<file path="config.mk">
export PLATFORM = sky130hd
export DESIGN_NAME = keypad_digit_scanner
export DESIGN_NICKNAME = d
export VERILOG_FILES = /design/src/rtl/keypad_pkg.sv /design/src/rtl/keypad_tick_gen.sv /design/src/rtl/keypad_digit_scanner.sv
export SDC_FILE = /design/constraint.sdc
export NUM_CORES = 1
export LEC_CHECK = 0
export CORE_UTILIZATION = 35
export CTS_CLUSTER_DIAMETER = 50
export DETAILED_ROUTE_END_ITERATION = 10
export PLACE_DENSITY = 0.49
export SLEW_MARGIN = 20
export SYNTH_ARGS = -nofsm -noshare
export SYNTH_HDL_FRONTEND = slang
export SYNTH_SLANG_ARGS = --single-unit
</file>
<file path="constraint.sdc">
create_clock -name clk -period 2.2 [get_ports clk]
set_input_delay 0.44 -clock clk [delete_from_list [all_inputs] [get_ports clk]]
set_output_delay 0.44 -clock clk [all_outputs]
set_load 0.05 [all_outputs]
</file>
<file path="src/rtl/keypad_pkg.sv">
// Shared types and constants for the 4x4 keypad scanner: FSM states, key codes
// and the {row,col} to key-code map.
package keypad_pkg;

    typedef enum logic [1:0] {
        SCAN,
        DEBOUNCE,
        PRESSED,
        RELEASE
    } scan_state_t;

    localparam logic [3:0] KEY_A          = 4'hA;
    localparam logic [3:0] KEY_B          = 4'hB;
    localparam logic [3:0] KEY_LAST_DIGIT = 4'h9;

    // Entry [{row,col}]; '*' = E, '#' = F.
    localparam logic [15:0][3:0] KEYMAP = {
        4'hD, 4'hF, 4'h0, 4'hE,   // row 3: *  0  #  D  (cols 3..0 listed high to low)
        4'hC, 4'h9, 4'h8, 4'h7,   // row 2
        4'hB, 4'h6, 4'h5, 4'h4,   // row 1
        4'hA, 4'h3, 4'h2, 4'h1    // row 0
    };

    function automatic logic single_low(input logic [3:0] r);
        return (r == 4'b1110) || (r == 4'b1101) || (r == 4'b1011) || (r == 4'b0111);
    endfunction

    function automatic logic [1:0] low_index(input logic [3:0] r);
        logic [1:0] idx;
        idx = 2'd0;
        case (r)
            4'b1101: idx = 2'd1;
            4'b1011: idx = 2'd2;
            4'b0111: idx = 2'd3;
            default: idx = 2'd0;
        endcase
        return idx;
    endfunction

endpackage

</file>
<file path="src/rtl/keypad_tick_gen.sv">
// Free-running divider producing a one-cycle scan tick every SCAN_DIV clocks,
// asserted while the counter sits at SCAN_DIV-1.
module keypad_tick_gen #(
    parameter int SCAN_DIV = 40000
) (
    input  logic clk,
    input  logic reset,
    output logic tick
);

    localparam int TW = (SCAN_DIV > 1) ? $clog2(SCAN_DIV) : 1;
    localparam logic [TW-1:0] LAST = TW'(SCAN_DIV - 1);

    logic [TW-1:0] cnt;

    always_ff @(posedge clk or negedge reset) begin
        if (!reset) begin
            cnt <= '0;
        end else if (cnt == LAST) begin
            cnt <= '0;
        end else begin
            cnt <= cnt + 1'b1;
        end
    end

    assign tick = (cnt == LAST);

endmodule

</file>
<file path="src/rtl/keypad_digit_scanner.sv">
// 4x4 keypad scanner: rotates one active-low column per tick, debounces a single
// pressed row, and turns accepted keys into digit/load strobes and the enable level.
module keypad_digit_scanner
    import keypad_pkg::*;
#(
    parameter int SCAN_DIV       = 40000,
    parameter int DEBOUNCE_TICKS = 20
) (
    input  logic       clk,
    input  logic       reset,
    input  logic [3:0] rows,
    output logic [3:0] cols,
    output logic [3:0] digit,
    output logic       load,
    output logic       en
);

    localparam int CW = $clog2(DEBOUNCE_TICKS + 1);
    localparam logic [CW-1:0] DB_LAST = CW'(DEBOUNCE_TICKS);

    logic          tick;
    logic [3:0]    rows_meta;
    logic [3:0]    rows_sync;
    scan_state_t   state, state_next;
    logic [CW-1:0] count, count_next, count_inc;
    logic [1:0]    col_idx, col_next;
    logic [1:0]    key_row, key_row_next;
    logic [1:0]    key_col, key_col_next;
    logic [3:0]    digit_next;
    logic          load_next;
    logic          en_next;
    logic          row_single;
    logic [1:0]    row_idx;
    logic [3:0]    key_code;

    keypad_tick_gen #(
        .SCAN_DIV(SCAN_DIV)
    ) u_tick_gen (
        .clk  (clk),
        .reset(reset),
        .tick (tick)
    );

    // Synchroniser resets to "all released" so reset never looks like a press.
    always_ff @(posedge clk or negedge reset) begin
        if (!reset) begin
            rows_meta <= 4'hF;
            rows_sync <= 4'hF;
        end else begin
            rows_meta <= rows;
            rows_sync <= rows_meta;
        end
    end

    assign row_single = single_low(rows_sync);
    assign row_idx    = low_index(rows_sync);
    assign count_inc  = count + 1'b1;
    assign key_code   = KEYMAP[{key_row, key_col}];
    assign cols       = ~(4'b0001 << col_idx);

    always_ff @(posedge clk or negedge reset) begin
        if (!reset) begin
            state   <= SCAN;
            count   <= '0;
            col_idx <= 2'd0;
            key_row <= 2'd0;
            key_col <= 2'd0;
            digit   <= 4'd0;
            load    <= 1'b0;
            en      <= 1'b0;
        end else begin
            state   <= state_next;
            count   <= count_next;
            col_idx <= col_next;
            key_row <= key_row_next;
            key_col <= key_col_next;
            digit   <= digit_next;
            load    <= load_next;
            en      <= en_next;
        end
    end

    always_comb begin
        state_next   = state;
        count_next   = count;
        col_next     = col_idx;
        key_row_next = key_row;
        key_col_next = key_col;
        digit_next   = digit;
        load_next    = 1'b0;
        en_next      = en;
        case (state)
            SCAN: begin
                if (tick) begin
                    if (row_single) begin
                        key_row_next = row_idx;
                        key_col_next = col_idx;
                        count_next   = CW'(1);
                        state_next   = (DEBOUNCE_TICKS == 1) ? PRESSED : DEBOUNCE;
                    end else begin
                        col_next = col_idx + 2'd1;
                    end
                end
            end
            DEBOUNCE: begin
                if (tick) begin
                    if (row_single && (row_idx == key_row)) begin
                        count_next = count_inc;
                        if (count_inc == DB_LAST) begin
                            state_next = PRESSED;
                        end
                    end else begin
                        state_next = SCAN;
                        col_next   = col_idx + 2'd1;
                    end
                end
            end
            PRESSED: begin
                state_next = RELEASE;
                count_next = '0;
                if (key_code <= KEY_LAST_DIGIT) begin
                    digit_next = key_code;
                    load_next  = 1'b1;
                end else if (key_code == KEY_A) begin
                    en_next = 1'b1;
                end else if (key_code == KEY_B) begin
                    en_next = 1'b0;
                end
            end
            RELEASE: begin
                // Any row low during release restarts the quiet count, so a held key never repeats.
                if (tick) begin
                    if (rows_sync == 4'hF) begin
                        if (count_inc == DB_LAST) begin
                            state_next = SCAN;
                            count_next = '0;
                            col_next   = col_idx + 2'd1;
                        end else begin
                            count_next = count_inc;
                        end
                    end else begin
                        count_next = '0;
                    end
                end
            end
            default: begin
                state_next = SCAN;
            end
        endcase
    end

endmodule

</file>
### Word level (Yosys, flattened, before mapping)

Memory sizes are Yosys's and may differ from the RTL's.
Index checks and enable logic that the tools add are counted.
Widths: inputs -> output; s select.

* output and inout port bits: 10
* bits of input ports: 6
* bits in read-only memories: 64
* memories: 1
* register bits: 43
* logic and storage cells: 88

* shift operators: 1
* bitwise logic cells: 2
* magnitude comparators: 2
* $add $sub $neg: 3
* reduce and logical (&&, ||, !) cells: 13
* multiplexer cells: 32
* eq/ne operators: 23

Memory list
* (no name shown): depth 16, bits a word 4, read ports 1, clocked after Yosys merged registers in 0, wr ports 0, line keypad_digit_scanner.sv:58 `assign key_code = KEYMAP[{key_row, key_col}];`

Operators with widths (count)
* $mux 5: 7
* $mux 2: 15
* $eq 4x4->1 const B: 6
* $pmux 5 s4: 1
* $ne 2x2->1 const B: 9
* $add 16x1->16 const B: 1
* $eq 16x16->1 const B: 1
* $mux 16: 1
* $pmux 2 s3: 2
* $pmux 2 s4: 1
* $reduce_and 8->1: 1
* $reduce_and 7->1: 1
* $reduce_and 3->1: 2
* $add 5x1->5 const B: 1
* $eq 5x5->1 const B: 1
* $lt 4x5->1 const B: 1
* $reduce_and 5->1: 1
* $eq 2x2->1 const B: 2
* $eq 4x3->1 const B: 1
* $le 4x4->1 const B: 1
* $mux 1: 4
* $mux 4: 1
* $not 4->4: 1
* $shl 1x2->4 const A: 1
* 11 further kinds: 13

### Longest topological paths before layout

Gate-level depths: netlist of the first run.

* depth after elaboration: 8
* depth in mapped cells: 7
* gate-level depth less buffers: 7

### By module

Synthesis of the first run repeated with hierarchy kept, for this count alone.

* cell total of the unflattened synthesis: 220
* area, all modules: 2297.2 µm²

By module, submodules not included
* keypad_digit_scanner: area an instance 1554.0 µm², seq. area each 685.7 µm², instances 1, cells each 151
* keypad_tick_gen: area an instance 743.2 µm², seq. area each 400.4 µm², instances 1, cells each 69

### Worst setup path before layout of the first run

Ideal clock, no wire load.

* kind: register -> register
* start: reg rows_sync[2]
* end: reg col_idx[1]
* data required time: 2.075 ns
* library setup time: 0.125 ns
* clock period less this slack: 1.968 ns
* arrival time: 1.843 ns
* cell stages (with the launch flop): 8
* slack: 0.232 ns
* path buffers: 2
* cells stage by stage: dfstp_2 > buf_2 > xnor2_2 > o211ai_1 > or3_1 > buf_2 > a31oi_4 > mux2_4

* longest elaborated chain between the ends: 7
* elaborated cells between the ends (all ways): 15
* classes of those cells: 9 x eq/ne; 1 x mux; 5 x reduce/logical

RTL lines
* start: declaration: line keypad_digit_scanner.sv:23 `logic [3:0] rows_sync;`
* start signal: assignment: line keypad_digit_scanner.sv:51 `rows_sync <= rows_meta;`
* branches (longest 6 deep; another with $eq 4x3->1)
* $reduce_and 8->1 (no source line) *
* end signal: assignment: line keypad_digit_scanner.sv:74 `col_idx <= col_next;`
* end: declaration: line keypad_digit_scanner.sv:26 `logic [1:0] col_idx, col_next;`

Every way passes the cells marked *.
A chain may end at the register's enable or synchronous reset.

### Final worst setup path of the first run

* start: reg key_col[0]
* end: reg digit[2]

* longest elaborated chain between the ends: 4

RTL lines
* start: declaration: line keypad_digit_scanner.sv:28 `logic [1:0] key_col, key_col_next;`
* start signal: assignment: line keypad_digit_scanner.sv:76 `key_col <= key_col_next;`
* $mem_v2 16x4 *
* $mux 4 (implied by the code) *: line keypad_digit_scanner.sv:58
* $le 4x4->1: line keypad_digit_scanner.sv:121 `if (key_code <= KEY_LAST_DIGIT) begin`
* $reduce_and 2->1 (no source line)
* end signal: assignment: line keypad_digit_scanner.sv:77 `digit <= digit_next;`
* end: declaration: line keypad_digit_scanner.sv:13 `output logic [3:0] digit,`

Every way passes the cells marked *; elsewhere a longest branch is shown, timed or not. The select of a mux whose other input is x is not followed.

==> flow_summary.toml, run 1 <==
[timing]
rsz0062_at_grt = "no"
worst_pin_slew_ps = 608.5
fin_tns_setup_ps = 0
post-route-min-period_ps = 2049
finalClockSkew_ps = 8.945
hold_viol = 0
fin_ws_ps = 151.4
period_share_pct = 93.12
setup_violations = 0
maxSlewViolCount = 0
relSlewSlack_pct = 59.01
max_freq_ghz = 0.4881

[yosys]
syn-instance-count = 223
synth_top_cells_by_count = "dfrtp_1, nor2_1, nand2_1"
synth.area.top_cells = "dfrtp_1, dfstp_2, ha_1"
synth_nets = 240
ys_async_sr_fraction_pct = 100.0
ys_seq_elements = 43
synth_simple_gate_area_share_pct = 21.24
synth_top_area_share_pct = 36.44
synth_top_area_cell = "dfrtp_1"
syn_area_mm2 = 0.002404
synth-compound-area-share_pct = 12.23
ys_warn_count = 0
ys_types = 59
syn_area_per_cell_um2 = 10.78
ys.flop_type = "dfrtp_1"
synth.yosys.seq_area_share_pct = 45.18
synth_top_family_by_area = "simple AND/OR/NAND/NOR gates"
synthAdderAreaFrac_pct = 5.726
synthXorXnorAreaFrac_pct = 6.143
synth_edf_count = 0
synth_mux_area_share_pct = 5.518
synth_most_common_cell = "dfrtp_1"

[die]
fp.dieH_um = 84.87
start_util_pct = 37.01
die_area_mm2 = 0.007203
ioPinCount = 16
die_x_um = 84.87
core_mm2 = 0.006495
rows = 29

[power_and_ir_drop]
p_leak_nw = 1.179
p_seq_share_pct = 60.1
switching_share_pct = 22.65
cellPowerDensity_mw_per_mm2 = 498.2
p_comb_share_pct = 3.5
p_int_mw = 1.045
ir_worst_vdd_mv = 0.2970
power_switching_mw = 0.3061
power.share.clock_pct = 36.3

[cts]
clk_path_buf_depth = 2
cts_tree = "done"
post_cts_buffers = 0
clkTransAtPathRegs_ps = 80
clkSinkCount = 43
hold_buffers = 0
clock_latency_ps = 290
clock-root-buffer = "clkbuf_8"
cts_resized = 0
htree_num_levels = 2
cts_made_buffers = 5

[hold_path]
hp-class = "in -> async"

[finish]
design_area_mm2 = 0.002713
final-instance-count-excl-fill = 318
antenna_cells = 0
nets = 257
fin_util_pct = 41.76
syn_to_final_growth_pct = 12.86
drive_above_1_share_pct = 18.26

[route]
drc = 1
avgRoutedWirePerCell_um = 14.07
drt-vias-per-instance = 5.198
drtPass1Iterations = 7
drtIter0Drc = 72
drt.antenna.violating_nets = 0
vias = 1653
routed_wl_um = 4473

[global_route]
grt_pass1_vias = 1684
antenna_found_initial = 0
grt_max_degree = 23
grt_usage_pct = 13.82
grt_pass1_wl_um = 7907
grt_overflow = 0

[critical_path]
rr_startpoint = "key_col[0]$_DFFE_PN0P_"
cp.arrival_ps = 2230
r2r_cells = 7
crit_path_end_kind = "register"
rr_endpoint = "digit[2]$_DFFE_PN0P_"
crit_start = "key_col[0]$_DFFE_PN0P_"
crit_type = "reg -> reg"
r2r_slack_ps = 150
startpoint_type = "register"
critPathMaxFanout = 5
critPathRequiredTime_ps = 2380

[run]
max-cap-violations = 0

[placed_design]
portBuffers = 15
placed_area_mm2 = 0.002628
dp_slack_ps = 161.8
dp.cells = 310
gp_congestion = 0.7214
hpwlAfterDp_um = 3342

[run_status]
violations = "design-rule violations"
status = "complete, but fails checks"
## per-stage QoR
| step | power [mW] | hold slack [ps] |
|---|---|---|
| global placement | 0.8772 | 346.2 |
| finish | 1.351 | 115.5 |
| CTS | 1.385 | 124.0 |
| floorplan | 0.8491 | 144.4 |
| detailed placement | 0.8777 | 346.8 |
| global route | 1.426 | 146.0 |
## per-layer routing
metal / vias to the layer above / GRT usage [%] / routed length [um]
li1: 830 / - / -
met1: 806 / 18.68 / 2273
met2: 15 / 22.32 / 2078
met3: 2 / 3.016 / 91
met4: 0 / 4.160 / 29
met5: - / 0 / 0
## power groups by stage
stage	clock network, mW	registers (mW)	logic [mW]
after CTS	0.522	0.813	0.0499
after global placement	0	0.828	0.0495
final	0.491	0.813	0.0479
after floorplan	0	0.821	0.0280
after global routing	0.557	0.815	0.0550
after detailed placement	0	0.828	0.0497
## layout by cell type, fill, tap and decap left out, drive strengths merged, types with 4 or more instances in the layout
| master | n |
|---|---|
| dfrtp | 35 |
| nor2 | 16 |
| nand2 | 13 |
| ha | 11 |
| nand3 | 11 |
| inv | 10 |
| clkdlybuf4s50 | 10 |
| buf | 10 |
| xor2 | 8 |
| o21ai | 8 |
| dfstp | 8 |
| xnor2 | 8 |
| nand4 | 7 |
| nor2b | 6 |
| clkbuf | 6 |
| and2 | 5 |
| mux2i | 5 |
| and3 | 5 |
| a31oi | 5 |
| mux2 | 5 |
| a22o | 4 |
| nand4b | 4 |
| nor3 | 4 |
## how the worst max path moves through the flow
stage	endpoint	slack (ps)	cells past startpoint
2_1_floorplan	col_idx[1]$_DFFE_PN0P_	230	7
3_3_place_gp	col_idx[1]$_DFFE_PN0P_	210	5
3_5_place_dp	digit[2]$_DFFE_PN0P_	160	7
4_1_cts	digit[2]$_DFFE_PN0P_	150	7
5_1_grt	digit[2]$_DFFE_PN0P_	30	7
6_report	digit[2]$_DFFE_PN0P_	150	7
## worst max-delay path, cell delays in order, from the launching register on
cell	delay (ps)
dfrtp_1	430
inv_1	160
ha_1	170
inv_1	30
mux4_2	500
a21oi_2	240
nor2_1	90
mux2_1	310
## registers in the layout, indices dropped and copies added (netlist names), named ones only
name / cells
col_idx: 2
count: 5
digit: 4
en: 1
key_col: 2
key_row: 2
load: 1
rows_meta: 4
rows_sync: 4
state: 1
u_tick_gen.cnt: 16
## final cells by class
type	instances	area, um^2
tap	77	96.34
clock inverter	2	12.51
inverter	10	37.54
timing repair buffer	20	185.2
fill	618	3782
clock buffer	6	72.57
sequential	43	1086
multi-input combinational	160	1222
## cell families (layout without fill, tap and decap cells)
group                      after synthesis  in the layout
buffers and inverters                   20             38
AOI/OAI and AO/OA                       36             36
DFF                                     43             43
adders and majority gates               11             11
and+or+nand+nor                         86             86
xor gates and xnor gates                16             16
muxes                                   11             11
No activity file was read; power rests on OpenSTA's default activity.
==> inputs of run 2 (changes only) <==
Settings changed: ABC_AREA set to 1, GPL_ROUTABILITY_DRIVEN set to 0.
==> run 2 against run 1 <==
  * The flow still finishes with violations (design-rule violations)
  * Synthesized area decreased by 1.9%
  * Core utilization barely moved
  * Clock power rose by 1%
  * Die area down 1.9%
  * Sequential share of layout area grew 0.45 points
  * Cell area shrank 1.1%
==> flow_summary.toml, run 2 <==
[finish]
drive_above_1_share_pct = 15.82
top_regs = "u_tick_gen.cnt: 16 flops, count: 5 flops"
final_cell_mix = "nand2_1, inv_1, dfrtp_1, nor2_1"
largest_reg_flops = 16
layout_commonest_cell = "nand2_1"
antenna_cells = 0
syn_to_final_growth_pct = 13.80
nets = 313
top_register = "u_tick_gen.cnt"

[route]
drc = 2
drt-vias-per-instance = 4.618
routed_wl_um = 4253
drtIter0Drc = 107
drtPass1Iterations = 7
avgRoutedWirePerCell_um = 11.37
vias = 1727
drt.antenna.violating_nets = 0

[hold_path]
hp-class = "in -> async"

[die]
fp.dieH_um = 84.07
core_mm2 = 0.006422
die_area_mm2 = 0.007067
start_util_pct = 36.70
ioPinCount = 16
rows = 29
die_x_um = 84.07

[yosys]
ys_warn_count = 0
synth.area.top_cells = "dfrtp_1, nand2_1, dfstp_2"
synth.yosys.seq_area_share_pct = 46.07
syn_area_mm2 = 0.002357
synth_top_cells_by_count = "nand2_1, inv_1, dfrtp_1"
syn-instance-count = 273
ys_types = 34
synth-compound-area-share_pct = 7.749
synthXorXnorAreaFrac_pct = 2.972
ys_async_sr_fraction_pct = 100.0
synth_top_family_by_area = "simple AND/OR/NAND/NOR gates"
synth_top_area_share_pct = 37.15
synth_simple_gate_area_share_pct = 29.83
syn_area_per_cell_um2 = 8.635
synth_top_area_cell = "dfrtp_1"
synth_edf_count = 0
synth_mux_area_share_pct = 1.274
synth_nets = 290
synthAdderAreaFrac_pct = 5.839
ys_seq_elements = 43
ys.flop_type = "dfrtp_1"
synth_most_common_cell = "nand2_1"

[global_route]
grt_overflow = 0
met1_usage_pct = 17.93
antenna_found_initial = 0
grt_max_degree = 33
busiest_layer = "met2"
grt_pass1_wl_um = 7348
grt_usage_pct = 13.19
grt_pass1_vias = 1624
met3_usage_pct = 3.264
use_met2_pct = 20.34

[run]
max-cap-violations = 0

[power_and_ir_drop]
p_int_mw = 1.046
p_leak_nw = 1.292
cellPowerDensity_mw_per_mm2 = 503.9
p_seq_share_pct = 59.7
ir_worst_vdd_mv = 0.1944
p_comb_share_pct = 3.6
switching_share_pct = 22.63
power_switching_mw = 0.3058
power.share.clock_pct = 36.7

[critical_path]
r2r_cells = 10
r2r_slack_ps = 420
cp.arrival_ps = 1450
crit_type = "reg -> out"
critPathMaxFanout = 2
path_delay_family = "buffers and inverters"
rr_endpoint = "digit[2]$_DFFE_PN0P_"
critPathRequiredTime_ps = 1760
crit_path_cell_trace = "clkdlybuf4s50_1"
cpMaxStageDelayCell = "clkdlybuf4s50_1"
crit_path_end_kind = "primary output"
rr_startpoint = "key_col[0]$_DFFE_PN0P_"
max_stage_delay_ps = 800
startpoint_type = "register"
cp.buffers_inverters = 1

[cts]
htree_num_levels = 2
clock-root-buffer = "clkbuf_8"
cts_made_buffers = 5
clk_path_buf_depth = 2
clock_latency_ps = 300
clkSinkCount = 43
clkTransAtPathRegs_ps = 80
post_cts_buffers = 0
cts_tree = "done"
cts_resized = 0
hold_buffers = 0

[timing]
worst_pin_slew_ps = 686.6
post-route-min-period_ps = 1888
setup_violations = 0
period_share_pct = 85.82
fin_ws_ps = 312.0
fin_tns_setup_ps = 0
finalClockSkew_ps = 10.07
hold_viol = 0
rsz0062_at_grt = "no"
max_freq_ghz = 0.5296
relSlewSlack_pct = 54.23
maxSlewViolCount = 0

[placed_design]
hpwlAfterDp_um = 3210
dp_slack_ps = 424.9
portBuffers = 15

[run_status]
violations = "design-rule violations"
status = "complete, but fails checks"
## run 2: cell count changes after synthesis, sizes merged, moves of 6 or more
cell | previous run | this run
nor2 | 16 | 30
nand3 | 11 | 19
nand2 | 13 | 67
o21ai | 8 | 25
inv | 10 | 38
buf | 7 | 1
nor2b | 6 | 0
## run 2: power by group through the flow
stage	Combinational, mW	Clock [mW]	Sequential, mW
6_report	0.0490	0.496	0.807
5_1_grt	0.0575	0.548	0.808
2_1_floorplan	0.0205	0	0.822
4_1_cts	0.0512	0.520	0.807
3_5_place_dp	0.0512	0	0.822
3_3_place_gp	0.0509	0	0.822
## run 2: kinds of logic (layout without fill, tap and decap cells)
group,Yosys count,in the layout
simple gates,136,136
flops,43,43
buf+inv,39,63
compound gates,33,33
fa+ha+maj,11,11
xor+xnor,8,8
mux,3,3
## run 2: final cells by class
type                    instances  area [um^2]
clock buffers                   7        76.32
clock inverters                 1        7.507
fillers                       647         3740
inverters                      38        142.6
multi-input cells             191         1124
flip-flops and latches         43         1086
well taps                      77        96.34
repair buffers                 17        150.1
## run 2: worst max-delay path by stage
stage	from	to	depth (start not counted)
after floorplan	key_col[0]$_DFFE_PN0P_	en$_DFFE_PN0P_	9
after global placement	key_col[0]$_DFFE_PN0P_	digit[3]$_DFFE_PN0P_	11
after detailed placement	key_col[0]$_DFFE_PN0P_	digit[2]$_DFFE_PN0P_	10
after CTS	digit[0]$_DFFE_PN0P_	digit[0]	1
after global routing	key_col[0]$_DFFE_PN0P_	en$_DFFE_PN0P_	9
final	digit[1]$_DFFE_PN0P_	digit[1]	1
## run 2: through the flow
step	hold WS, ps	power (mW)	cells	instance area (um^2)	util [%]
6_report	175.7	1.352	374	2683	41.77
5_1_grt	242.1	1.414	374	2683	41.77
4_1_cts	206.3	1.378	374	2683	41.77
3_5_place_dp	346.8	0.8736	366	2599	40.46
3_3_place_gp	347.3	0.8731	366	2599	40.46
2_1_floorplan	144.4	0.8422	273	2357	-
## run 2: routing by layer
| metal | part of all wire (%) | vias to the layer above |
|---|---|---|
| met5 | 0 | - |
| met2 | 44 | 25 |
| met3 | 2.8 | 2 |
| li1 | - | 922 |
| met4 | 0.85 | 0 |
| met1 | 52 | 778 |
==> inputs of run 3 (changes only) <==
Settings changed: CTS_CLUSTER_DIAMETER 50 to unset.
==> results of run 3 <==
The final DEF is identical to that of run 2; final timing and power are the same.
